--- config.mk ---
export PLATFORM = sky130hd
export DESIGN_NAME = voice_allocator
export DESIGN_NICKNAME = d
export VERILOG_FILES = /design/src/rtl/synth_pkg.sv /design/src/rtl/note_freq.sv /design/src/rtl/voice_allocator.sv
export SDC_FILE = /design/constraint.sdc
export NUM_CORES = 1
export LEC_CHECK = 0
export BUFFER_PORTS_ARGS = -buffer_cell sky130_fd_sc_hd__buf_2
export CAP_MARGIN = 20
export CORE_ASPECT_RATIO = 0.7
export CORE_MARGIN = 8
export CORE_UTILIZATION = 50
export DETAILED_ROUTE_END_ITERATION = 7
export GPL_TIMING_DRIVEN = 1
export PLACE_DENSITY = 0.72
export SYNTH_ARGS = -nofsm -noshare
export SYNTH_HDL_FRONTEND = slang
export SYNTH_SLANG_ARGS = --single-unit
--- constraint.sdc ---
create_clock -name clk_audio -period 7.19 [get_ports clk_audio]
set_clock_uncertainty 0.05 [all_clocks]
set_input_delay 1.0785 -clock clk_audio [delete_from_list [all_inputs] [get_ports clk_audio]]
set_output_delay 1.0785 -clock clk_audio [all_outputs]
set_load 0.005 [all_outputs]
--- src/rtl/synth_pkg.sv ---
// rtl/synth_pkg.sv - shared types, ratio table and scancode decode for the voice allocator
//
// Contents:
//   RATIO_Q16    : just-intonation ratios for semitones 0..12, unsigned Q2.16
//   key_to_semi  : PS/2 scancode (bit 8 = extended) -> {valid, semitone}
//   KEY_OCT_DOWN / KEY_OCT_UP : octave shift keys (Z / X)
//   voice_t      : per-voice record (note tag, active flag, allocation stamp)
//   state_t      : allocator FSM states
package synth_pkg;

  localparam int RATIO_W   = 18;  // Q2.16: ratio 2 needs the 18th bit
  localparam int NUM_SEMI  = 13;
  localparam int OCT_TAG_W = 5;   // octave part of the note tag, covers any OCT_MAX up to 31

  localparam logic [8:0] KEY_OCT_DOWN = 9'h01A;
  localparam logic [8:0] KEY_OCT_UP   = 9'h022;

  // round(ratio * 65536): 1, 16/15, 9/8, 6/5, 5/4, 4/3, 45/32, 3/2, 8/5, 5/3, 16/9, 15/8, 2
  localparam logic [RATIO_W-1:0] RATIO_Q16 [NUM_SEMI] = '{
    18'd65536,  18'd69905,  18'd73728,  18'd78643,  18'd81920,
    18'd87381,  18'd92160,  18'd98304,  18'd104858, 18'd109227,
    18'd116508, 18'd122880, 18'd131072
  };

  typedef struct packed {
    logic       valid;
    logic [3:0] semi;
  } semi_t;

  typedef struct packed {
    logic [3:0]           semi;
    logic [OCT_TAG_W-1:0] oct;
    logic                 active;
    logic [15:0]          stamp;
  } voice_t;

  typedef enum logic [1:0] {
    ST_IDLE,
    ST_SCAN,
    ST_COMMIT
  } state_t;

  function automatic semi_t key_to_semi(input logic [8:0] code);
    semi_t r;
    r = '0;
    r.valid = 1'b1;
    case (code)
      9'h015:  r.semi = 4'd0;
      9'h016:  r.semi = 4'd1;
      9'h01D:  r.semi = 4'd2;
      9'h026:  r.semi = 4'd3;
      9'h024:  r.semi = 4'd4;
      9'h02D:  r.semi = 4'd5;
      9'h02E:  r.semi = 4'd6;
      9'h02C:  r.semi = 4'd7;
      9'h036:  r.semi = 4'd8;
      9'h035:  r.semi = 4'd9;
      9'h03C:  r.semi = 4'd10;
      9'h03D:  r.semi = 4'd11;
      9'h043:  r.semi = 4'd12;
      default: r = '0;
    endcase
    return r;
  endfunction

endpackage

--- src/rtl/note_freq.sv ---
// rtl/note_freq.sv - registered BASE_HZ x ratio product with octave shift and saturation
//
// Ports:
//   clk_audio, reset_n : clock, asynchronous active-low reset
//   load               : capture a new note (semi, oct) this cycle
//   semi               : semitone 0..12
//   oct                : octave shift applied to the captured product
//   freq               : Q(FREQ_W-16).16 Hz, valid the cycle after load
module note_freq
  import synth_pkg::*;
#(
  parameter int FREQ_W  = 32,
  parameter int BASE_HZ = 110,
  parameter int OCT_MAX = 4,
  parameter int OCT_W   = 3
) (
  input  logic              clk_audio,
  input  logic              reset_n,
  input  logic              load,
  input  logic [3:0]        semi,
  input  logic [OCT_W-1:0]  oct,
  output logic [FREQ_W-1:0] freq
);

  localparam int PROD_W = 32 + RATIO_W;
  // Wide enough for the largest shift and for a non-empty overflow slice.
  localparam int WIDE_W = ((PROD_W + OCT_MAX > FREQ_W) ? PROD_W + OCT_MAX : FREQ_W) + 1;

  logic [PROD_W-1:0] prod_q;
  logic [OCT_W-1:0]  oct_q;
  logic [WIDE_W-1:0] wide;

  // Integer Hz times a Q2.16 ratio is already Q.16 Hz; no rescaling needed.
  always_ff @(posedge clk_audio or negedge reset_n) begin
    if (!reset_n) begin
      prod_q <= '0;
      oct_q  <= '0;
    end else if (load) begin
      prod_q <= PROD_W'(BASE_HZ) * PROD_W'(RATIO_Q16[semi]);
      oct_q  <= oct;
    end
  end

  assign wide = WIDE_W'(prod_q) << oct_q;
  assign freq = (|wide[WIDE_W-1:FREQ_W]) ? '1 : wide[FREQ_W-1:0];

endmodule

--- src/rtl/voice_allocator.sv ---
// rtl/voice_allocator.sv - polyphonic note allocator with oldest-voice stealing
//
// Ports:
//   clk_audio, reset_n         : clock, asynchronous active-low reset
//   key_valid/key_pressed/key_code : decoded PS/2 event (make=1, bit 8 = extended)
//   ready                      : an event can be accepted this cycle
//   drop                       : pulse, an event arrived while busy and was discarded
//   frequencies                : NUM_VOICES x FREQ_W, voice i at [i*FREQ_W +: FREQ_W]
//   voice_volumes              : NUM_VOICES x 32, 0 = silent
//   octave                     : current octave shift
module voice_allocator
  import synth_pkg::*;
#(
  parameter int NUM_VOICES = 8,
  parameter int FREQ_W     = 32,
  parameter int BASE_HZ    = 110,
  parameter int OCT_MAX    = 4,
  parameter int VOLUME_ON  = 1 << 20,
  localparam int OCT_W     = $clog2(OCT_MAX + 1)
) (
  input  logic                         clk_audio,
  input  logic                         reset_n,
  input  logic                         key_valid,
  input  logic                         key_pressed,
  input  logic [8:0]                   key_code,
  output logic                         ready,
  output logic                         drop,
  output logic [NUM_VOICES*FREQ_W-1:0] frequencies,
  output logic [NUM_VOICES*32-1:0]     voice_volumes,
  output logic [OCT_W-1:0]             octave
);

  localparam int IDX_W = $clog2(NUM_VOICES);

  state_t               state;
  logic [IDX_W-1:0]     scan_idx;
  logic                 pressed_q;
  logic [3:0]           semi_q;
  logic [OCT_TAG_W-1:0] oct_q;
  logic                 match_found, free_found, old_found;
  logic [IDX_W-1:0]     match_idx, free_idx, old_idx;
  logic [15:0]          old_age;
  logic [15:0]          seq;

  voice_t               voices [NUM_VOICES];
  logic [FREQ_W-1:0]    freq_q [NUM_VOICES];
  logic [31:0]          vol_q  [NUM_VOICES];

  semi_t                key_semi;
  logic                 accept;
  logic [FREQ_W-1:0]    note_hz;
  voice_t               cur;
  logic [15:0]          cur_age;
  logic                 cur_match;
  logic [IDX_W-1:0]     tgt;

  assign key_semi  = key_to_semi(key_code);
  assign accept    = key_valid && (state == ST_IDLE) && key_semi.valid;

  // Voice under examination during SCAN; age wraps modulo 2^16 with seq.
  assign cur       = voices[scan_idx];
  assign cur_age   = seq - cur.stamp;
  assign cur_match = cur.active && (cur.semi == semi_q) && (cur.oct == oct_q);
  assign tgt       = free_found ? free_idx : old_idx;

  // The product register loads with the event and is ready during the first SCAN cycle.
  note_freq #(
    .FREQ_W  (FREQ_W),
    .BASE_HZ (BASE_HZ),
    .OCT_MAX (OCT_MAX),
    .OCT_W   (OCT_W)
  ) u_note_freq (
    .clk_audio (clk_audio),
    .reset_n   (reset_n),
    .load      (accept),
    .semi      (key_semi.semi),
    .oct       (octave),
    .freq      (note_hz)
  );

  for (genvar g = 0; g < NUM_VOICES; g++) begin : g_flat
    assign frequencies[g*FREQ_W +: FREQ_W] = freq_q[g];
    assign voice_volumes[g*32 +: 32]       = vol_q[g];
  end

  always_ff @(posedge clk_audio or negedge reset_n) begin
    if (!reset_n) begin
      state       <= ST_IDLE;
      ready       <= 1'b1;
      drop        <= 1'b0;
      octave      <= '0;
      seq         <= '0;
      scan_idx    <= '0;
      pressed_q   <= 1'b0;
      semi_q      <= '0;
      oct_q       <= '0;
      match_found <= 1'b0;
      free_found  <= 1'b0;
      old_found   <= 1'b0;
      match_idx   <= '0;
      free_idx    <= '0;
      old_idx     <= '0;
      old_age     <= '0;
      for (int i = 0; i < NUM_VOICES; i++) begin
        voices[i] <= '0;
        freq_q[i] <= '0;
        vol_q[i]  <= '0;
      end
    end else begin
      drop <= key_valid && !ready;
      case (state)
        ST_IDLE: begin
          if (accept) begin
            pressed_q   <= key_pressed;
            semi_q      <= key_semi.semi;
            oct_q       <= OCT_TAG_W'(octave);
            scan_idx    <= '0;
            match_found <= 1'b0;
            free_found  <= 1'b0;
            old_found   <= 1'b0;
            ready       <= 1'b0;
            state       <= ST_SCAN;
          end else if (key_valid && key_pressed && key_code == KEY_OCT_DOWN) begin
            if (octave != '0) octave <= octave - OCT_W'(1);
          end else if (key_valid && key_pressed && key_code == KEY_OCT_UP) begin
            if (octave != OCT_W'(OCT_MAX)) octave <= octave + OCT_W'(1);
          end
        end
        ST_SCAN: begin
          if (cur_match && !match_found) begin
            match_found <= 1'b1;
            match_idx   <= scan_idx;
          end
          if (!cur.active && !free_found) begin
            free_found <= 1'b1;
            free_idx   <= scan_idx;
          end
          // Strict compare keeps the lowest index on equal ages.
          if (cur.active && (!old_found || cur_age > old_age)) begin
            old_found <= 1'b1;
            old_idx   <= scan_idx;
            old_age   <= cur_age;
          end
          if (scan_idx == IDX_W'(NUM_VOICES - 1)) state <= ST_COMMIT;
          else scan_idx <= scan_idx + IDX_W'(1);
        end
        ST_COMMIT: begin
          if (pressed_q) begin
            // An already-sounding identical note is not retriggered.
            if (!match_found) begin
              voices[tgt] <= '{semi: semi_q, oct: oct_q, active: 1'b1, stamp: seq};
              freq_q[tgt] <= note_hz;
              vol_q[tgt]  <= 32'(VOLUME_ON);
              seq         <= seq + 16'd1;
            end
          end else if (match_found) begin
            voices[match_idx].active <= 1'b0;
            vol_q[match_idx]         <= '0;
          end
          ready <= 1'b1;
          state <= ST_IDLE;
        end
        default: begin
          ready <= 1'b1;
          state <= ST_IDLE;
        end
      endcase
    end
  end

endmodule

* Yosys cells after proc, flatten, opt, wreduce, memory -nomap -nowiden
Memory sizes are Yosys's and may differ from the RTL's. Cells that the tools add are included.
Operators by class: add/subtract/negate cells 5, $mul 1, $lt $le $gt $ge 7, equality and inequality tests 29, shift-type cells 1, multiplexer cells 44, bitwise gates (word level) 12, reduce and logical (&&, ||, !) cells 40
Operator list (number):
- $mux 256 | 3
- $mux 208 | 3
- $bwmux 208 | 2
- $and 256x256->256 | 1
- $bwmux 256 | 1
- $not 256->256 | 1
- $and 248x248->248 | 1
- $not 248->248 | 1
- $demux 32 s3 | 2
- $demux 26 s3 | 2
- $mux 32 | 3
- $eq 9x6->1 const B | 10
- $bmux 26 s3 | 1
- $mux 26 | 3
- $shl 25x3->55 | 1
- $pmux 4 s12 | 1
- $eq 9x5->1 const B | 4
- $mux 18 | 2
- $mul 6x18->24 const A | 1
- $reduce_or 23->1 | 1
- $mux 3 | 7
- $reduce_and 3->1 | 6
- $mux 17 | 1
- $add 16x1->16 const B | 1
- other kinds (34) | 80
Storage, ports and cells: bits in registers 809, memory bits (read-only) 288, bits of input ports 13, output and inout bits 517, logic and storage cells 206, memories 1
Memory list:
- (name not given) | depth 16, bits a word 18, read ports 1, clocked after Yosys merged registers in 0, write ports 0, RTL line note_freq.sv:39 | prod_q <= PROD_W'(BASE_HZ) * PROD_W'(RATIO_Q16[semi]);

* Longest topological paths before layout
Gate-level depths: netlist of the first run.
word-level depth 10, depth in mapped cells 23, mapped depth without buffers 22

* Modules after synthesis
A second synthesis of the first run with hierarchy kept.
Unflattened totals: cell total of the unflattened synthesis 2596, area total of the unflattened synthesis 35019.8 um^2
By module, submodules not included:
- voice_allocator | instances 1, cells an instance 2075, area an instance 30330.3 um^2, seq. area each 19169.6 um^2
- note_freq | instances 1, cells an instance 521, area an instance 4689.5 um^2, seq. area each 675.6 um^2

* Least setup slack after synthesis of the first run
OpenSTA, ideal clock, no wires.
kind input -> register, from input port key_code[7], to register u_note_freq.prod_q[22], library setup time 0.133 ns, data arrival time 6.367 ns, data required time 7.007 ns, slack 0.640 ns, cell stages on the path 23, buffers on the path 1, cells stage by stage or3b_1 > buf_2 > nand2b_1 > or3_1 > a21oi_1 > a211oi_1 > inv_1 > ha_1 > o21ai_0 > inv_1 > fa_1 > inv_1 > fa_1 > inv_1 > fa_1 > inv_1 > ha_1 > and2_1 > nand2_1 > or4b_2 > a22oi_1 > xnor2_1 > o21ai_0
On the way: word-level cells in the longest chain between the ends 7, elaborated cells between the ends (all ways) 22, those cells by class mul (1); eq/ne (13); mux (4); bitwise (1); reduce/logical (2); memory (1)
Ends and longest elaborated chain:
- start: declaration | RTL line voice_allocator.sv:25 | input logic [8:0] key_code,
- $eq 9x7->1 (tied with other cells) | RTL line synth_pkg.sv:47 | case (code)
- $pmux 4 s12 | RTL line synth_pkg.sv:47
- $not 4->5 (implied by the code) | RTL line note_freq.sv:39
- $mem_v2 16x18
- $mux 18 (implied by the code) (2 in a row) | RTL line note_freq.sv:39
- $mul 6x18->24 | RTL line note_freq.sv:39
- end signal: assignment | RTL line note_freq.sv:39
- end: declaration | RTL line note_freq.sv:29 | logic [PROD_W-1:0] prod_q;
Several ways; a longest one is shown, not always the timed one. The select of a mux whose other input is x is not followed. A chain may end at the register's enable or synchronous reset.

==> results of run 1 <==
metrics by stage:
stage	worst slack [ps]	utilization	power, uW	hold slack (ps)
6_report	652	0.593	9560	423
5_1_grt	336	0.593	9910	439
4_1_cts	735	0.590	9620	425
3_5_place_dp	40.2	0.552	5480	410
3_3_place_gp	256	0.552	5480	406
2_1_floorplan	640	-	5160	395
placed cells by master (no fill, tap or decap), types with 20 or more instances in the layout:
master,n
and3_1,195
nor2_1,39
clkbuf_16,76
xnor2_1,28
fa_1,45
buf_2,520
mux2_2,201
a21o_1,24
buf_4,31
o21ai_0,313
and2_1,72
dfrtp_1,782
a21oi_1,48
nand3_1,21
mux4_2,49
mux2i_1,76
inv_1,124
nand2_1,392
xor2_1,20
ha_1,81
worst max-delay path: stages:
cell and delay [ps]:
buf_2 120, or3b_1 500, or4_1 610, and2_4 180, inv_1 120, ha_1 180, and2_1 220, inv_1 160
o21a_1 210, fa_1 530, inv_1 60, fa_1 530, inv_1 50, fa_1 470, inv_1 40, ha_1 360
nand2_1 110, nor2_1 220, or4b_2 670, a22oi_1 320, xnor2_1 160, o21ai_0 90
final cells by class:
cell class              count  area share
well taps                 902      0.0281
clock inverters            24     0.00999
diodes                      1   0.0000623
inverters                 127      0.0119
multi-input cells        1795       0.330
clock buffers             106      0.0536
repair buffers            565      0.0778
flip-flops and latches    785       0.489
flip-flops by register name, indices dropped and copies added (netlist names), 2 cells and up:
name                cells
free_idx                3
scan_idx                3
voices                192
u_note_freq.oct_q       3
octave                  3
frequencies           248
old_idx                 3
semi_q                  4
seq                    16
state                   2
old_age                16
u_note_freq.prod_q     24
oct_q                   3
match_idx               3
voice_volumes         256
logic make-up (layout without fill, tap and decap cells):
logic type      count (synthesis)  after routing  synth area share
fa+ha+maj                     126            126            0.0562
flops                         785            785             0.577
other cells                     2             11          0.000220
mux                           327            327             0.121
simple gates                  820            820             0.118
compound gates                464            464            0.0773
buf+inv                       320            822            0.0374
xor+xnor                       48             48            0.0123
path summary, 6_finish.rpt:
check | from | to | depth (start not counted)
max | key_code[7] | u_note_freq.prod_q[22]$_DFFE_PN0P_ | 22
min | voice_volumes[116]$_DFFE_PN0P_ | voice_volumes[116]$_DFFE_PN0P_ | 2
max reg2reg | scan_idx[0]$_DFFE_PN0P_ | old_age[10]$_DFFE_PN0P_ | 18
min reg2reg | voice_volumes[116]$_DFFE_PN0P_ | voice_volumes[116]$_DFFE_PN0P_ | 2
max in group asynchronous | reset_n | voice_volumes[208]$_DFFE_PN0P_ | 3
min in group asynchronous | reset_n | voices[114]$_DFFE_PN0P_ | 1
metal layers:
layer / global-route usage / share of wire
met5: 0 / 0
met2: 0.333 / 0.45
met3: 0.0478 / 0.056
met4: 0.0643 / 0.026
met1: 0.326 / 0.47
power by group through the flow:
stage	Clock (uW)	Combinational [uW]	Sequential [uW]
finish	4130	814	4610
CTS	4220	762	4640
floorplan	0	582	4580
global placement	0	754	4730
detailed placement	0	759	4730
global route	4390	895	4630
==> flow_summary.ini, run 1 <==
[status]
status = complete, no violations

[pwr]
p_leak_uw = 0.0220
p_sw_uw = 2360
powerDensity_mw_per_mm2 = 238
ir_worst_vdd_mv = 0.165
intPower_uw = 7190
swShare = 0.247
clock_power_share = 0.432
seqPwrFrac = 0.483
comb_power_share = 0.085

[clock_tree]
post_cts_buffers = 0
cts_buffers = 76
post_cts_resized = 0
clock_latency_ps = 650
path_clk_slew_ps = 60
cts_tree = built
cts.path.max_buffers = 3
clkSinkCount = 785
root_buffer = clkbuf_16
cts.htree.levels = 3
hold_buffers = 0

[worst_setup_path]
worstSetupEndpointType = register
arrival_ps = 6990
crit_type = in -> reg
required_ps = 7640
rrSetupSlack_ps = 1360
worstSetupStartpointType = input pin
cp_max_fo = 8

[route]
drt-wirelength-per-cell_um = 20.2
vias = 23179
viasPerCell = 5.38
dr.pass1.iters = 7
totalWireLength_mm = 87.1
dr.first_iter.drc_count = 1840
antenna_left = 0
drc = 0

[yosys]
yosysWarnings = 0
ys_ff_latch = 785
synth.distinct_cells = 74
ys_seq_area_frac = 0.577
synthFlopType = dfrtp_1
async_reset_ff_frac = 1.00
syn_area_per_cell_um2 = 11.8
yosysTopAreaCell = dfrtp_1
synthesis.area_mm2 = 0.0341
synth_edf_count = 0
yosysTopAreaCellShare = 0.576
yosys-top-cells-count = 784 x dfrtp_1, 398 x nand2_1, 313 x o21ai_0
yosysMostFrequentCell = dfrtp_1
synth_cells = 2892
yosys-top-cells-area = dfrtp_1 58%, mux2_2 6.6%, o21ai_0 4.6%, nand2_1 4.4%, and3_1 3.6%

[die]
die_w_um = 328
core_mm2 = 0.0678
ios = 530
start_util = 0.503
die_area_mm2 = 0.0769
die_h_um = 234
num_rows = 80

[sta]
maxSlewViolCount = 0
fmax_ghz = 0.153
rsz0062_at_grt = false
hold_viol_final = 0
setup_viol = 0
slew-limit-headroom = 0.222
tightestPinTransition_ps = 1130
fin_crit_ps = 6540
setup_tns_ps = 0
fin_crit_sh = 0.909

[placement]
post-dp-hpwl_mm = 59.7
placed_area_mm2 = 0.0374
routabilityCongestion = 0.866
dp_cells = 4162
io_buffers = 521

[global_routing]
grt_pass1_wl_mm = 136
grt_antenna_before_repair = 0
grt_pass1_vias = 23135
grt_overflow = 0
gr-usage-all-layers = 0.222
grt_max_degree = 182

[cells_and_area]
ff_latch_area_mm2 = 0.0197
final_cell_area_mm2 = 0.0402
multi_input_area_mm2 = 0.0133
layout.nets = 3489
fill_cells = 5501
area_delta_synth_final_pct = 18.0
stdcell_count = 4305
drive_gt1_frac = 0.282

[flow_run]
drv_cap = 0

[worst_hold_path]
hold_class = reg -> reg
Note: power is estimated with default switching activity, not from simulation.
==> inputs of run 2 (changes only) <==
CELL_PAD_IN_SITES_DETAIL_PLACEMENT = 1   (was not set)
CELL_PAD_IN_SITES_GLOBAL_PLACEMENT = 1   (was not set)
CORE_MARGIN = not set   (was 8)
CORE_UTILIZATION = 45   (was 50)
PLACE_DENSITY = not set   (was 0.72)
PLACE_DENSITY_LB_ADDON = 0.1   (was not set)
==> flow_summary.ini, run 2 (synthesis results as in run 1) <==
[sta]
tightestPinTransition_ps = 1200
maxSlewViolCount = 0
slew-limit-headroom = 0.176
fin_crit_sh = 0.939
fmax_ghz = 0.148
fin_crit_ps = 6750
setup_viol = 0
hold_viol_final = 0
timing.final.ws_setup_ps = 438
rsz0062_at_grt = false

[cells_and_area]
layout.cells.most_common = dfrtp_1
fill_cells = 7989
largest_register_ffs = 256
layout.nets = 3496
drive_gt1_frac = 0.285
stdcell_count = 4406
area_delta_synth_final_pct = 18.5
final_cell_mix = 782 x dfrtp_1, 520 x buf_2, 392 x nand2_1

[worst_setup_path]
crit_type = in -> reg
critPathMaxStageDelay_ps = 690
cp_cell_sequence = buf_2 > or3b_1 > or4_1 > and2_4 > inv_1 > ha_1 > and2_1 > inv_1 > o21a_1 > fa_1 > inv_1 > fa_1 > inv_1 > fa_1 > inv_1 > ha_1 > nand2_1 > nor2_1 > or4b_2 > a22oi_1 > a221oi_1 > o21ai_0
worstSetupEndpointType = register
cp_max_fo = 8
cp_slowest_cell = or4b_2
cpMostUsedCell = inv_1
worstSetupStartpointType = input pin
arrival_ps = 7260
required_ps = 7690

[clock_tree]
post_cts_resized = 0
cts_tree = built
cts_buffers = 78
cts.path.max_buffers = 3
clock_latency_ps = 640
post_cts_buffers = 0
path_clk_slew_ps = 60
cts.htree.levels = 3
root_buffer = clkbuf_16
hold_buffers = 0
clkSinkCount = 785

[die]
die_w_um = 331
start_util = 0.454
num_rows = 84
die_h_um = 232
core_mm2 = 0.0750
ios = 530
die_area_mm2 = 0.0768

[route]
antenna_left = 0
totalWireLength_mm = 97.0
dr.first_iter.drc_count = 1438
dr.pass1.iters = 7
drc = 0
viasPerCell = 5.44
drt-wirelength-per-cell_um = 22.0
vias = 23989

[pwr]
p_leak_uw = 0.0221
ir_worst_vdd_mv = 0.250
powerDensity_mw_per_mm2 = 238

[global_routing]
grt_pass1_vias = 25378
grt_antenna_before_repair = 1
grt_overflow = 0
grt_pass1_wl_mm = 151
grt_max_degree = 163
gr-usage-all-layers = 0.253

[flow_run]
drv_cap = 0

[worst_hold_path]
hold_class = reg -> reg

[status]
status = complete, no violations

[placement]
io_buffers = 521
routabilityCongestion = 0.848
post-dp-hpwl_mm = 66.1
post-place-ws_ps = -192
dp_cells = 4255
-- run 2: changes by cell type in the layout (fill, tap and decap cells not counted), sizes merged --
cell      previous run  this run
clkinv              15        19
bufinv               8         4
clkinvlp             0         3
clkbuf             106       112
buf                565       570
-- run 2: final cells by class --
type                    count  area (um^2)  area share
well taps                 989         1240      0.0307
clock buffers             112         2270      0.0563
inverters                 127          477      0.0118
flip-flops and latches    785        19600       0.487
multi-input cells        1795        13300       0.329
diodes                      1         2.50   0.0000620
clock inverters            27          305     0.00756
repair buffers            570         3160      0.0783
-- run 2: stage by stage --
stage / total power, uW / setup TNS [ps] / utilization / cell area (um^2) / hold slack (ps)
after CTS: 9700 / 0 / 0.535 / 40100 / 428
after floorplan: 5160 / 0 / - / 34100 / 395
after detailed placement: 5540 / -417 / 0.501 / 37600 / 412
final: 9610 / 0 / 0.538 / 40400 / 425
after global routing: 9940 / 0 / 0.538 / 40400 / 442
after global placement: 5510 / 0 / 0.500 / 37600 / 405
-- run 2: metal layers --
layer  global-route usage  vias to the layer above  wire length (um)
li1                     -                    10794                 -
met1                0.362                    12562             44800
met2                0.396                      487             45700
met3               0.0403                      146              3950
met4               0.0752                        0              2530
met5                    0                        -                 0
-- run 2: final timing paths --
| path | start | endpoint | slack [ps] | cells past startpoint |
|---|---|---|---|---|
| min | voice_volumes[236]$_DFFE_PN0P_ | voice_volumes[236]$_DFFE_PN0P_ | 420 | 1 |
| min reg2reg | voice_volumes[236]$_DFFE_PN0P_ | voice_volumes[236]$_DFFE_PN0P_ | 420 | 1 |
| max | key_code[7] | u_note_freq.prod_q[24]$_DFFE_PN0P_ | 440 | 22 |
| max in group asynchronous | reset_n | voice_volumes[209]$_DFFE_PN0P_ | 5160 | 2 |
| max reg2reg | scan_idx[0]$_DFFE_PN0P_ | old_age[12]$_DFFE_PN0P_ | 1140 | 17 |
| min in group asynchronous | reset_n | frequencies[45]$_DFFE_PN0P_ | 450 | 1 |
-- run 2: critical path, delay by kind of cell --
kind	cells	cell delay, ps
fa+ha+maj	5	2150
simple gates	7	2560
buf+inv	6	600
compound gates	4	870
-- run 2: where the power goes --
| part | internal [uW] | total [uW] | switching, uW |
|---|---|---|---|
| clock network | 2360 | 4150 | 1790 |
| logic | 318 | 855 | 537 |
| registers | 4470 | 4600 | 138 |
| total | 7140 | 9610 | 2470 |
